### config.mk
export PLATFORM = sky130hd
export DESIGN_NAME = load_store_unit
export DESIGN_NICKNAME = d
export VERILOG_FILES = /design/src/rtl/load_store_unit.sv
export SDC_FILE = /design/constraint.sdc
export NUM_CORES = 1
export LEC_CHECK = 0
export CORE_UTILIZATION = 30
export DETAILED_ROUTE_END_ITERATION = 6
export HOLD_SLACK_MARGIN = 0.12
export RECOVER_POWER = 50
export SETUP_SLACK_MARGIN = 0.3
export SLEW_MARGIN = 20
export SYNTH_ARGS = -nofsm -noshare
export SYNTH_HDL_FRONTEND = slang
export SYNTH_SLANG_ARGS = --single-unit
export TNS_END_PERCENT = 20
### constraint.sdc
create_clock -name clk -period 3.4 [get_ports clk]
set_clock_uncertainty 0.15 [all_clocks]
set_input_delay 0.85 -clock clk [delete_from_list [all_inputs] [get_ports clk]]
set_output_delay 0.85 -clock clk [all_outputs]
set_load 0.01 [all_outputs]
### src/rtl/load_store_unit.sv
// Load/store stage in front of a single-port data memory: address conversion,
// load extension and sub-word read-modify-write. Byte/half support: LSU_SUBWORD_EN.
module load_store_unit #(
  parameter int WIDTH = 32,
  parameter int DEPTH = 32,
  localparam int AW = $clog2(DEPTH)
) (
  input  logic             clk,
  input  logic             rst_n,
  input  logic             req_valid,
  output logic             req_ready,
  input  logic             req_write,
  input  logic [1:0]       req_size,
  input  logic             req_unsigned,
  input  logic [AW+1:0]    req_addr,
  input  logic [WIDTH-1:0] req_wdata,
  output logic             resp_valid,
  output logic [WIDTH-1:0] resp_rdata,
  output logic             misalign_err,
  output logic             mem_write,
  output logic [AW-1:0]    mem_addr,
  output logic [WIDTH-1:0] mem_wdata,
  input  logic [WIDTH-1:0] mem_rdata
);

  localparam logic [1:0] SZ_BYTE = 2'b00;
  localparam logic [1:0] SZ_HALF = 2'b01;
  localparam logic [1:0] SZ_WORD = 2'b10;

  typedef enum logic [1:0] {
    IDLE   = 2'd0,
    ACCESS = 2'd1,
    DONE   = 2'd2
`ifdef LSU_SUBWORD_EN
    , WRITE = 2'd3
`endif
  } state_t;

  state_t           state_q, state_d;
  logic             wr_q;
  logic             mem_write_q, mem_write_d;
  logic             resp_valid_d, err_d, misaligned, accept;
  logic [WIDTH-1:0] resp_rdata_d, wdata_d, load_val;
  logic [AW-1:0]    addr_d;

`ifdef LSU_SUBWORD_EN
  logic [1:0]       size_q;
  logic             uns_q;
  logic [1:0]       lane_q;
  logic [15:0]      wdata_q;
  logic [7:0]       byte_v;
  logic [15:0]      half_v;
  logic [WIDTH-1:0] lane_mask, lane_fill, merged;
`else
  logic             unused_unsigned;
  assign unused_unsigned = req_unsigned;
`endif

  assign req_ready = (state_q == IDLE);
  assign accept    = req_valid && req_ready;

`ifdef LSU_SUBWORD_EN
  assign misaligned = (req_size == 2'b11) ||
                      ((req_size == SZ_HALF) && req_addr[0]) ||
                      ((req_size == SZ_WORD) && (req_addr[1:0] != 2'b00));
`else
  assign misaligned = (req_size != SZ_WORD) || (req_addr[1:0] != 2'b00);
`endif

  // Gated by rst_n so a store aborted by reset never reaches the memory edge.
  assign mem_write = mem_write_q & rst_n;

`ifdef LSU_SUBWORD_EN
  always_comb begin
    byte_v    = mem_rdata[{lane_q, 3'b000} +: 8];
    half_v    = mem_rdata[{lane_q[1], 4'b0000} +: 16];
    lane_mask = '0;
    lane_fill = '0;
    load_val  = mem_rdata;
    unique case (size_q)
      SZ_BYTE: begin
        load_val  = {{(WIDTH-8){~uns_q & byte_v[7]}}, byte_v};
        lane_mask = {{(WIDTH-8){1'b0}}, 8'hFF} << {lane_q, 3'b000};
        lane_fill = {(WIDTH/8){wdata_q[7:0]}};
      end
      SZ_HALF: begin
        load_val  = {{(WIDTH-16){~uns_q & half_v[15]}}, half_v};
        lane_mask = {{(WIDTH-16){1'b0}}, 16'hFFFF} << {lane_q[1], 4'b0000};
        lane_fill = {(WIDTH/16){wdata_q}};
      end
      default: ;
    endcase
    merged = (mem_rdata & ~lane_mask) | (lane_fill & lane_mask);
  end
`else
  assign load_val = mem_rdata;
`endif

  always_comb begin
    state_d      = state_q;
    resp_valid_d = 1'b0;
    resp_rdata_d = resp_rdata;
    err_d        = misalign_err;
    addr_d       = mem_addr;
    wdata_d      = mem_wdata;
    mem_write_d  = 1'b0;
    unique case (state_q)
      IDLE: begin
        if (req_valid) begin
          addr_d       = req_addr[AW+1:2];
          resp_rdata_d = '0;
          err_d        = misaligned;
          if (misaligned) begin
            state_d      = DONE;
            resp_valid_d = 1'b1;
          end else begin
            state_d = ACCESS;
            if (req_write && (req_size == SZ_WORD)) begin
              mem_write_d = 1'b1;
              wdata_d     = req_wdata;
            end
          end
        end
      end
      ACCESS: begin
        if (!wr_q) begin
          resp_rdata_d = load_val;
          state_d      = DONE;
          resp_valid_d = 1'b1;
        end
`ifdef LSU_SUBWORD_EN
        else if (size_q != SZ_WORD) begin
          wdata_d     = merged;
          mem_write_d = 1'b1;
          state_d     = WRITE;
        end
`endif
        else begin
          state_d      = DONE;
          resp_valid_d = 1'b1;
        end
      end
`ifdef LSU_SUBWORD_EN
      WRITE: begin
        state_d      = DONE;
        resp_valid_d = 1'b1;
      end
`endif
      DONE:    state_d = IDLE;
      default: state_d = IDLE;
    endcase
  end

  always_ff @(posedge clk) begin
    if (!rst_n) begin
      state_q      <= IDLE;
      resp_valid   <= 1'b0;
      resp_rdata   <= '0;
      misalign_err <= 1'b0;
      mem_addr     <= '0;
      mem_wdata    <= '0;
      mem_write_q  <= 1'b0;
      wr_q         <= 1'b0;
`ifdef LSU_SUBWORD_EN
      size_q       <= '0;
      uns_q        <= 1'b0;
      lane_q       <= '0;
      wdata_q      <= '0;
`endif
    end else begin
      state_q      <= state_d;
      resp_valid   <= resp_valid_d;
      resp_rdata   <= resp_rdata_d;
      misalign_err <= err_d;
      mem_addr     <= addr_d;
      mem_wdata    <= wdata_d;
      mem_write_q  <= mem_write_d;
      if (accept) begin
        wr_q    <= req_write;
`ifdef LSU_SUBWORD_EN
        size_q  <= req_size;
        uns_q   <= req_unsigned;
        lane_q  <= req_addr[1:0];
        wdata_q <= req_wdata[15:0];
`endif
      end
    end
  end

endmodule

==> results of run 1 <==
## Yosys cell counts
master    count
a21boi_0      1
a21o_1        1
a32o_1       32
and2_1        1
and3_1        1
and3_2        1
and3b_1       2
buf_12        3
buf_2         6
buf_6         1
clkbuf_1     13
dfxtp_1      75
inv_1         1
mux2i_1      37
nand2_1      67
nand2b_1      3
nor2_1        2
nor2b_1       5
nor3b_1       1
nor3b_2       1
nor4b_4       1
o211a_1       1
o21bai_1      1
## layout make-up
class / count / area (um^2) / share of cell area
Inverter: 1 / 3.75 / 0.000828
Sequential cell: 75 / 1500 / 0.331
Timing Repair Buffer: 154 / 1530 / 0.338
Tap cell: 108 / 135 / 0.0298
Multi-Input combinational cell: 158 / 1120 / 0.247
Clock buffer: 9 / 124 / 0.0273
Clock inverter: 7 / 116 / 0.0257
## worst max-delay path, cell delays in order
cell and delay (ns):
clkbuf_1 0.10, and2_1 0.13, clkdlybuf4s50_1 0.54
## state kept, by name (all words and copies together), names as in the netlist
| name | count |
|---|---|
| wr_q | 1 |
| state_q | 2 |
| resp_valid | 1 |
| misalign_err | 1 |
| resp_rdata | 32 |
| mem_wdata | 32 |
| mem_write_q | 1 |
| mem_addr | 5 |
## how the worst max path moves through the flow
stage                start             to  slack, ns  depth (start not counted)
5_1_grt              rst_n      mem_write       0.70                          3
4_1_cts              rst_n      mem_write       0.78                          3
2_1_floorplan        rst_n      mem_write       0.98                          3
3_3_place_gp   req_size[0]  mem_wdata[15]       0.55                          5
6_report             rst_n      mem_write       0.78                          3
3_5_place_dp   req_size[0]   mem_wdata[9]       0.51                          5
## power breakdown
group	internal, mW	switching, mW	leakage [nW]
Sequential	0.889	0.00559	0.606
Combinational	0.110	0.0661	1.12
Clock	0.486	0.338	0.119
Total	1.48	0.410	1.84
## metrics by stage
stage	cells	total power, mW	worst slack, ns	utilization	cell area (um^2)
CTS	512	1.93	0.785	0.513	4540
floorplan	257	0.977	0.976	-	2770
global placement	496	1.10	0.553	0.486	4300
global route	512	1.98	0.702	0.512	4530
detailed placement	496	1.10	0.511	0.486	4300
finish	512	1.89	0.779	0.512	4530
## cell families after synthesis
kind of cell | synth area share
AOI/OAI and AO/OA | 0.127
and+or+nand+nor | 0.141
muxes | 0.134
DFF | 0.542
buffers and inverters | 0.0556
## metal layers
metal  GRT usage  vias to the layer above
met5           0                        -
met4      0.0559                        0
met3      0.0759                        7
met2       0.225                       94
met1       0.188                     1089
li1            -                     1185
==> summary.md, run 1 <==
| Metric | Value |
|---|---|
| Status | `finished with violations` |
| Failing checks | `design-rule violations` |
| Final setup viols | `0` |
| Clk pin slew, worst setup/hold paths | `0.07 ns` |
| Diode count | `0` |
| Overall global routing resource usage | `0.152` |
| Metal-1 WL | `3130 um` |
| Worst EP arrival | `1.62 ns` |
| Wire length on met3 | `755 um` |
| RR Startpoint | `state_q[1]` |
| Post-synthesis register bit count | `75` |
| Fin Setup TNS | `0 ns` |
| H-tree Lvls | `3` |
| WHS Endpoint | `mem_wdata[31]` |
| Port Buffer Count | `149` |
| CTS buffer count | `9` |
| Worst Setup Start Kind | `primary input` |
| Largest fanout on the critical path | `2` |
| Area share of the largest cell type after synthesis | `0.542` |
| Die span in x | `98.1 um` |
| Pwr/cell area | `418 mW/mm^2` |
| Most frequent cells in the layout | `clkdlybuf4s50_1 (84), dfxtp_1 (75), nand2_1 (67), dlygate4sd3_1 (64), mux2i_1 (37)` |
| Total clock sinks | `75` |
| Relative max-transition margin | `0.309` |
| Leakage | `1.84 nW` |
| Total wire length | `7050 um` |
| Yosys top cell by area | `dfxtp_1` |
| RePlAce Congestion | `0.648` |
| Post-Syn Instances | `257` |
| Pre-antenna DRT Iters | `7` |
| Tmin final | `2.62 ns` |
| Wire per inst | `13.8 um` |
| Pin count of the biggest net entering global routing | `109` |
| Gr ovfl total | `0` |
| Req. time, crit path | `2.40 ns` |
| Post-synthesis cell type count | `23` |
| Kind of critical path | `in -> out` |
| Sequential area share after synthesis | `0.542` |
| Initial antenna violation count | `0` |
| DPL Wire Length | `4680 um` |
| Post-cts sizing count | `0` |
| Syn Nets | `335` |
| Synth area leaders | `dfxtp_1 (54%), mux2i_1 (13%), a32o_1 (12%)` |
| Die Area | `0.00962 mm^2` |
| Uppermost routed layer | `met4` |
| Final period util | `0.771` |
| RSZ-0062 raised after global routing | `false` |
| Root Driver | `clkbuf_8` |
| # Post-CTS Setup Buffers | `0` |
| Most common cell after layout, fill and taps aside | `clkdlybuf4s50_1` |
| Kind of end point of the critical path | `output pin` |
| Core area | `0.00885 mm^2` |
| CTS tree | `yes` |
| Mapped cell area | `0.00277 mm^2` |
| Peak supply drop | `0.000201 V` |
| Peak Freq | `381 MHz` |
| DR vias/cell | `4.64` |
| Area Overhead vs Synth | `63.7%` |
| Clock Tree Buf Depth | `2` |
| Die Y | `98.1 um` |
| Layout fillers | `845` |
| Final ANT Viol Nets | `0` |
| Syn avg cell area | `10.8 um^2` |
| Reg2Reg Depth | `4` |
| 1st-iter DRT viols | `106` |
| Final-stage net count | `477` |
| Max-slew violation count | `0` |
| # DRC | `11` |
| Global-route wire length before repair | `11600 um` |
| Worst slew pin tran | `1.04 ns` |
| Max-Cap Viols | `0` |
| Final hold violations | `0` |
| Routed via count | `2375` |
| Worst hold path stage count | `2` |
| Yosys warns | `0` |
| Hold/Removal Path Class | `reg -> reg` |
| Clock Latency Late Sink | `0.34 ns` |
| Share of cells above drive strength 1 | `0.0594` |
| Met2 wire len | `3090 um` |
| # hold bufs at CTS | `0` |
| # rows | `34` |
| Number of global-route vias before repair | `2357` |
| Initial Util | `0.313` |
| Reg-to-Reg End | `mem_wdata[11]` |
| Io pins | `151` |
| Worst hold slack | `0.307 ns` |
| HP Start | `mem_wdata[31]` |
| Reg2reg setup slack | `1.61 ns` |
Note: power is estimated with default switching activity, not from simulation.
==> run 2: changes to the inputs <==
clock period = 2.7 ns   (was 3.4 ns; I/O delays follow)
==> summary.md, run 2 (synthesis gave the netlist of run 1 again) <==
| Metric | Value |
|---|---|
| Peak supply drop | `0.000270 V (+34%)` |
| Final setup viols | `0 (unchanged)` |
| Post-cts sizing count | `0 (unchanged)` |
| Clk pin slew, worst setup/hold paths | `0.07 ns (about the same)` |
| DPL Wire Length | `4730 um (+1.0%)` |
| Largest fanout on the critical path | `2 (unchanged)` |
| Overall global routing resource usage | `0.146 (-0.00560)` |
| Largest registers | `mem_wdata x32, resp_rdata x32, mem_addr x5` |
| Pre-antenna DRT Iters | `6 (-1)` |
| 1st-iter DRT viols | `45 (-58%)` |
| Setup ws final | `0.448 ns (-0.331 ns)` |
| Failing checks | `design-rule violations` |
| Peak Freq | `444 MHz` |
| Placement Setup Slack | `0.268 ns (-0.243 ns)` |
| Kind of end point of the critical path | `output pin` |
| Clock Latency Late Sink | `0.32 ns (-0.02 ns)` |
| Final period util | `0.834` |
| Worst EP arrival | `1.43 ns (-0.19 ns)` |
| Number of global-route vias before repair | `2351 (-0.25%)` |
| Kind of critical path | `in -> out` |
| Pin count of the biggest net entering global routing | `71 (-35%)` |
| Fin Setup TNS | `0 ns (unchanged)` |
| Pwr/cell area | `484 mW/mm^2 (+16%)` |
| Worst Setup Start Kind | `primary input` |
| Die Y | `98.1 um (unchanged)` |
| Initial antenna violation count | `0 (unchanged)` |
| Io pins | `151 (unchanged)` |
| Port Buffer Count | `149 (unchanged)` |
| # hold bufs at CTS | `0 (unchanged)` |
| # DRC | `10 (-1)` |
| Initial Util | `0.313 (unchanged)` |
| Root Driver | `clkbuf_8` |
| Diode count | `0 (unchanged)` |
| DR vias/cell | `4.67 (+0.66%)` |
| Total wire length | `7050 um (about the same)` |
| CTS tree | `yes` |
| Hold/Removal Path Class | `reg -> reg` |
| Relative max-transition margin | `0.545 (+0.236)` |
| RSZ-0062 raised after global routing | `false` |
| Gr ovfl total | `0 (unchanged)` |
| Final ANT Viol Nets | `0 (unchanged)` |
| H-tree Lvls | `3 (unchanged)` |
| Die span in x | `98.1 um (unchanged)` |
| Req. time, crit path | `1.88 ns (-0.52 ns)` |
| Final-stage net count | `479 (+0.42%)` |
| Total clock sinks | `75 (unchanged)` |
| Most frequent cells in the layout | `clkdlybuf4s50_1 (116), dfxtp_1 (75), nand2_1 (67), mux2i_1 (37)` |
| Area Overhead vs Synth | `61.6%` |
| Clock Tree Buf Depth | `2 (unchanged)` |
| Final hold violations | `0 (unchanged)` |
| RePlAce Congestion | `0.666 (+2.8%)` |
| Core area | `0.00885 mm^2 (unchanged)` |
| Max-Cap Viols | `0 (unchanged)` |
| Wire per inst | `13.7 um (-0.30%)` |
| CTS buffer count | `9 (unchanged)` |
| Tmin final | `2.25 ns` |
| Most common cell after layout, fill and taps aside | `clkdlybuf4s50_1` |
| Leakage | `1.71 nW (-7.1%)` |
| Share of cells above drive strength 1 | `0.0567 (-0.00276)` |
| Routed via count | `2400 (+1.1%)` |
| Worst slew pin tran | `0.682 ns (-0.354 ns)` |
| Die Area | `0.00962 mm^2 (unchanged)` |
| Status | `finished with violations` |
| # Post-CTS Setup Buffers | `0 (unchanged)` |
| # rows | `34 (unchanged)` |
| Global-route wire length before repair | `11400 um (-2.3%)` |
| Max-slew violation count | `0 (unchanged)` |
| Layout Utilization | `0.506 (-0.00650)` |
==> run 2: cell types whose count changed in the layout (fill, tap and decap cells not counted) <==
| cell | previous run | this run |
|---|---|---|
| clkdlybuf4s50_1 | 84 | 116 |
| dlygate4sd3_1 | 64 | 32 |
| bufinv_16 | 3 | 1 |
| clkbuf_1 | 2 | 4 |
| buf_4 | 3 | 4 |
| clkbuf_2 | 0 | 1 |
| clkinv_2 | 2 | 3 |
| clkinvlp_4 | 1 | 0 |
| nor4b_1 | 0 | 1 |
| nor4b_4 | 1 | 0 |
==> run 2: critical path: stages <==
cell and delay, ns:
buf_4 0.08, and2_1 0.11, clkdlybuf4s50_1 0.56
==> run 2: path summary, 6_finish.rpt <==
path | startpoint | to | slack, ns | cells after the start
max | rst_n | mem_write | 0.45 | 3
min | mem_wdata[4] | mem_wdata[4] | 0.30 | 2
max reg2reg | state_q[0] | resp_rdata[15] | 0.94 | 4
min reg2reg | mem_wdata[4] | mem_wdata[4] | 0.30 | 2
==> run 2: report_power, final <==
part | internal (mW) | total, mW | switching (mW)
Combinational | 0.140 | 0.223 | 0.0833
Clock | 0.425 | 0.815 | 0.390
Sequential | 1.12 | 1.13 | 0.00749
Total | 1.68 | 2.16 | 0.481
==> run 2: cell type report <==
| class | instances | area (um^2) |
|---|---|---|
| repair buffers | 156 | 1540 |
| clock buffers | 11 | 131 |
| flip-flops and latches | 75 | 1500 |
| inverters | 1 | 3.75 |
| fillers | 857 | 4370 |
| multi-input cells | 158 | 1110 |
| clock inverters | 5 | 53.8 |
| well taps | 108 | 135 |
==> run 2: routing by layer <==
metal  up-vias  track usage  part of all wire
li1       1192            -                 -
met1      1096        0.187              0.46
met2       102        0.223              0.44
met3        10       0.0565             0.094
met4         0       0.0524             0.013
met5         -            0                 0
==> run 2: metrics by stage <==
stage                     cell area [um^2]  total power [mW]  std cells  hold slack (ns)
final                                 4480              2.16        514            0.302
after global routing                  4480              2.28        514            0.323
after detailed placement              4320              1.38        498            0.296
after CTS                             4500              2.22        514            0.308
after floorplan                       2770              1.23        257            0.302
after global placement                4320              1.38        498            0.292
==> run 3: changes to the inputs <==
clock period = 2.25 ns   (was 2.7 ns; I/O delays follow)
==> summary.md, run 3 (synthesis gave the netlist of run 1 again) <==
| Metric | Value |
|---|---|
| Routed via count | `2419 (+0.79%)` |
| Setup ws final | `0.262 ns (-0.186 ns)` |
| HP Start | `mem_wdata[6]` |
| Final hold violations | `0 (unchanged)` |
| Final setup viols | `0 (unchanged)` |
| DR vias/cell | `4.69 (+0.40%)` |
| Relative max-transition margin | `0.595 (+0.0501)` |
| Kind of end point of the critical path | `flop` |
| WHS Endpoint | `mem_wdata[6]` |
| # rows | `34 (unchanged)` |
| Total clock sinks | `75 (unchanged)` |
| Total wire length | `7340 um (+4.0%)` |
| Register area | `0.00150 mm^2 (unchanged)` |
| Max-Cap Viols | `0 (unchanged)` |
| Kind of critical path | `in -> reg` |
| Reg2reg setup slack | `0.54 ns (-0.40 ns)` |
| Final period util | `0.884` |
| Critical Path Slowest Stage Cell | `clkdlybuf4s50_1` |
| Final ANT Viol Nets | `0 (unchanged)` |
| Status | `finished with violations` |
| Clock Tree Buf Depth | `2 (unchanged)` |
| Clk pin slew, worst setup/hold paths | `0.08 ns (about the same)` |
| Reg2Reg Depth | `4 (unchanged)` |
| Hold/Removal Path Class | `reg -> reg` |
| RePlAce Congestion | `0.651 (-2.3%)` |
| Pwr/cell area | `585 mW/mm^2 (+21%)` |
| Tot Pwr | `2.63 mW (+22%)` |
| Area Overhead vs Synth | `62.6%` |
| Io pins | `151 (unchanged)` |
| Cell chain of the critical path | `clkdlybuf4s50_1 > nor3b_1 > clkbuf_1 > mux2i_1 > nor2b_1` |
| Leakage | `1.64 nW (-4.1%)` |
| DPL Wire Length | `4800 um (+1.4%)` |
| Failing checks | `design-rule violations` |
| Number of global-route vias before repair | `2447 (+4.1%)` |
| Reg-to-Reg End | `mem_addr[1]` |
| 1st-iter DRT viols | `73 (+62%)` |
| Die Y | `98.1 um (unchanged)` |
| Critical path's top delay family | `buffers and inverters` |
| Worst slew pin tran | `0.607 ns (-0.0751 ns)` |
| Most common cell after layout, fill and taps aside | `clkdlybuf4s50_1` |
| Req. time, crit path | `2.34 ns (+0.46 ns)` |
| H-tree Lvls | `3 (unchanged)` |
| CTS tree | `yes` |
| Max stage delay on crit path | `0.47 ns (-0.09 ns)` |
| Largest registers | `mem_wdata x32, resp_rdata x32, mem_addr x5` |
| Wire per inst | `14.2 um (+3.6%)` |
| Layout fillers | `833 (-2.8%)` |
| Layout Utilization | `0.509 (+0.00297)` |
| Final-stage net count | `481 (+0.42%)` |
| Tmin final | `1.99 ns` |
| Pre-antenna DRT Iters | `6 (unchanged)` |
| Peak Freq | `503 MHz` |
| Die Area | `0.00962 mm^2 (unchanged)` |
| CTS buffer count | `9 (unchanged)` |
| Largest fanout on the critical path | `10 (+8)` |
| Worst hold path stage count | `2 (unchanged)` |
| Overall global routing resource usage | `0.153 (+0.00686)` |
| Port Buffer Count | `149 (unchanged)` |
| Area of the multi-input gates | `0.00111 mm^2 (+0.34%)` |
| Gr ovfl total | `0 (unchanged)` |
| Initial Util | `0.313 (unchanged)` |
| Worst EP arrival | `2.08 ns (+0.65 ns)` |
| CP Buf/Inv Count | `2 (unchanged)` |
| Peak supply drop | `0.000354 V (+31%)` |
| Placement Setup Slack | `-0.0149 ns (-0.283 ns)` |
| Share of cells above drive strength 1 | `0.0662 (+0.00953)` |
| Die span in x | `98.1 um (unchanged)` |
| RR Startpoint | `state_q[1]` |
| Global-route wire length before repair | `11800 um (+4.2%)` |
| Root Driver | `clkbuf_8` |
| Pin count of the biggest net entering global routing | `67 (-5.6%)` |
| Fin Setup TNS | `0 ns (unchanged)` |
| Max-slew violation count | `0 (unchanged)` |
| Worst Setup Start Kind | `primary input` |
| Clock Latency Late Sink | `0.34 ns (+0.02 ns)` |
| RSZ-0062 raised after global routing | `true` |
| # DRC | `12 (+2)` |
| Core area | `0.00885 mm^2 (unchanged)` |
| Most frequent cells in the layout | `clkdlybuf4s50_1 (123), dfxtp_1 (75), nand2_1 (67), mux2i_1 (37), a32o_1 (32)` |
| Diode count | `0 (unchanged)` |
| Initial antenna violation count | `0 (unchanged)` |
[run 3: cell count changes in the layout (fill, tap and decap cells not counted), moves of 2 or more]
cell / delta
dlygate4sd2_1: +9
clkdlybuf4s50_1: +7
clkdlybuf4s25_1: +13
clkinvlp_4: +2
dlygate4sd3_1: -32
[run 3: what timing repair did]
item	in CTS	in global routing
setup buffers	0	0
cloned	0	1
hold buffers	0	0
gates resized for setup	9	17
endpoints found under the setup margin	48	89
[run 3: routing by layer]
metal	GRT usage	wire length (um)	share of wire
met1	0.185	3260	0.44
met4	0.0431	84	0.011
met3	0.0737	681	0.093
met2	0.241	3310	0.45
met5	0	0	0
[run 3: per-stage QoR]
step	area, um^2	hold WS (ns)	cells
2_1_floorplan	2770	0.302	257
3_3_place_gp	4350	0.291	499
3_5_place_dp	4350	0.299	499
4_1_cts	4530	0.312	515
5_1_grt	4500	0.328	516
6_report	4500	0.308	516
[run 3: how the worst max path moves through the flow]
stage / cells after the start / to / startpoint / slack, ns
floorplan: 3 / mem_write / rst_n / 0.40
global placement: 5 / mem_wdata[4] / req_valid / 0.03
detailed placement: 5 / mem_wdata[30] / req_size[0] / -0.01
CTS: 1 / resp_rdata[22] / resp_rdata[22] / 0.28
global route: 5 / mem_wdata[8] / req_size[0] / 0.14
finish: 5 / mem_addr[1] / req_valid / 0.26
[run 3: cell type report]
cell class                 count  area share
sequential                    75       0.334
clock inverter                 7      0.0153
inverter                       1    0.000834
tap                          108      0.0300
clock buffer                   9      0.0275
timing repair buffer         158       0.346
multi-input combinational    158       0.247
[run 3: worst reg2reg max path: cells and delay by family, from the launching register on]
family / cells / cell delay, ns
flip-flops: 1 / 0.38
AND/OR/NAND/NOR: 2 / 0.36
buffers and inverters: 1 / 0.47
multiplexers: 1 / 0.26
[run 3: power breakdown]
| group | switching (mW) | internal, mW |
|---|---|---|
| clock | 0.502 | 0.508 |
| combinational | 0.102 | 0.169 |
| sequential | 0.00906 | 1.34 |
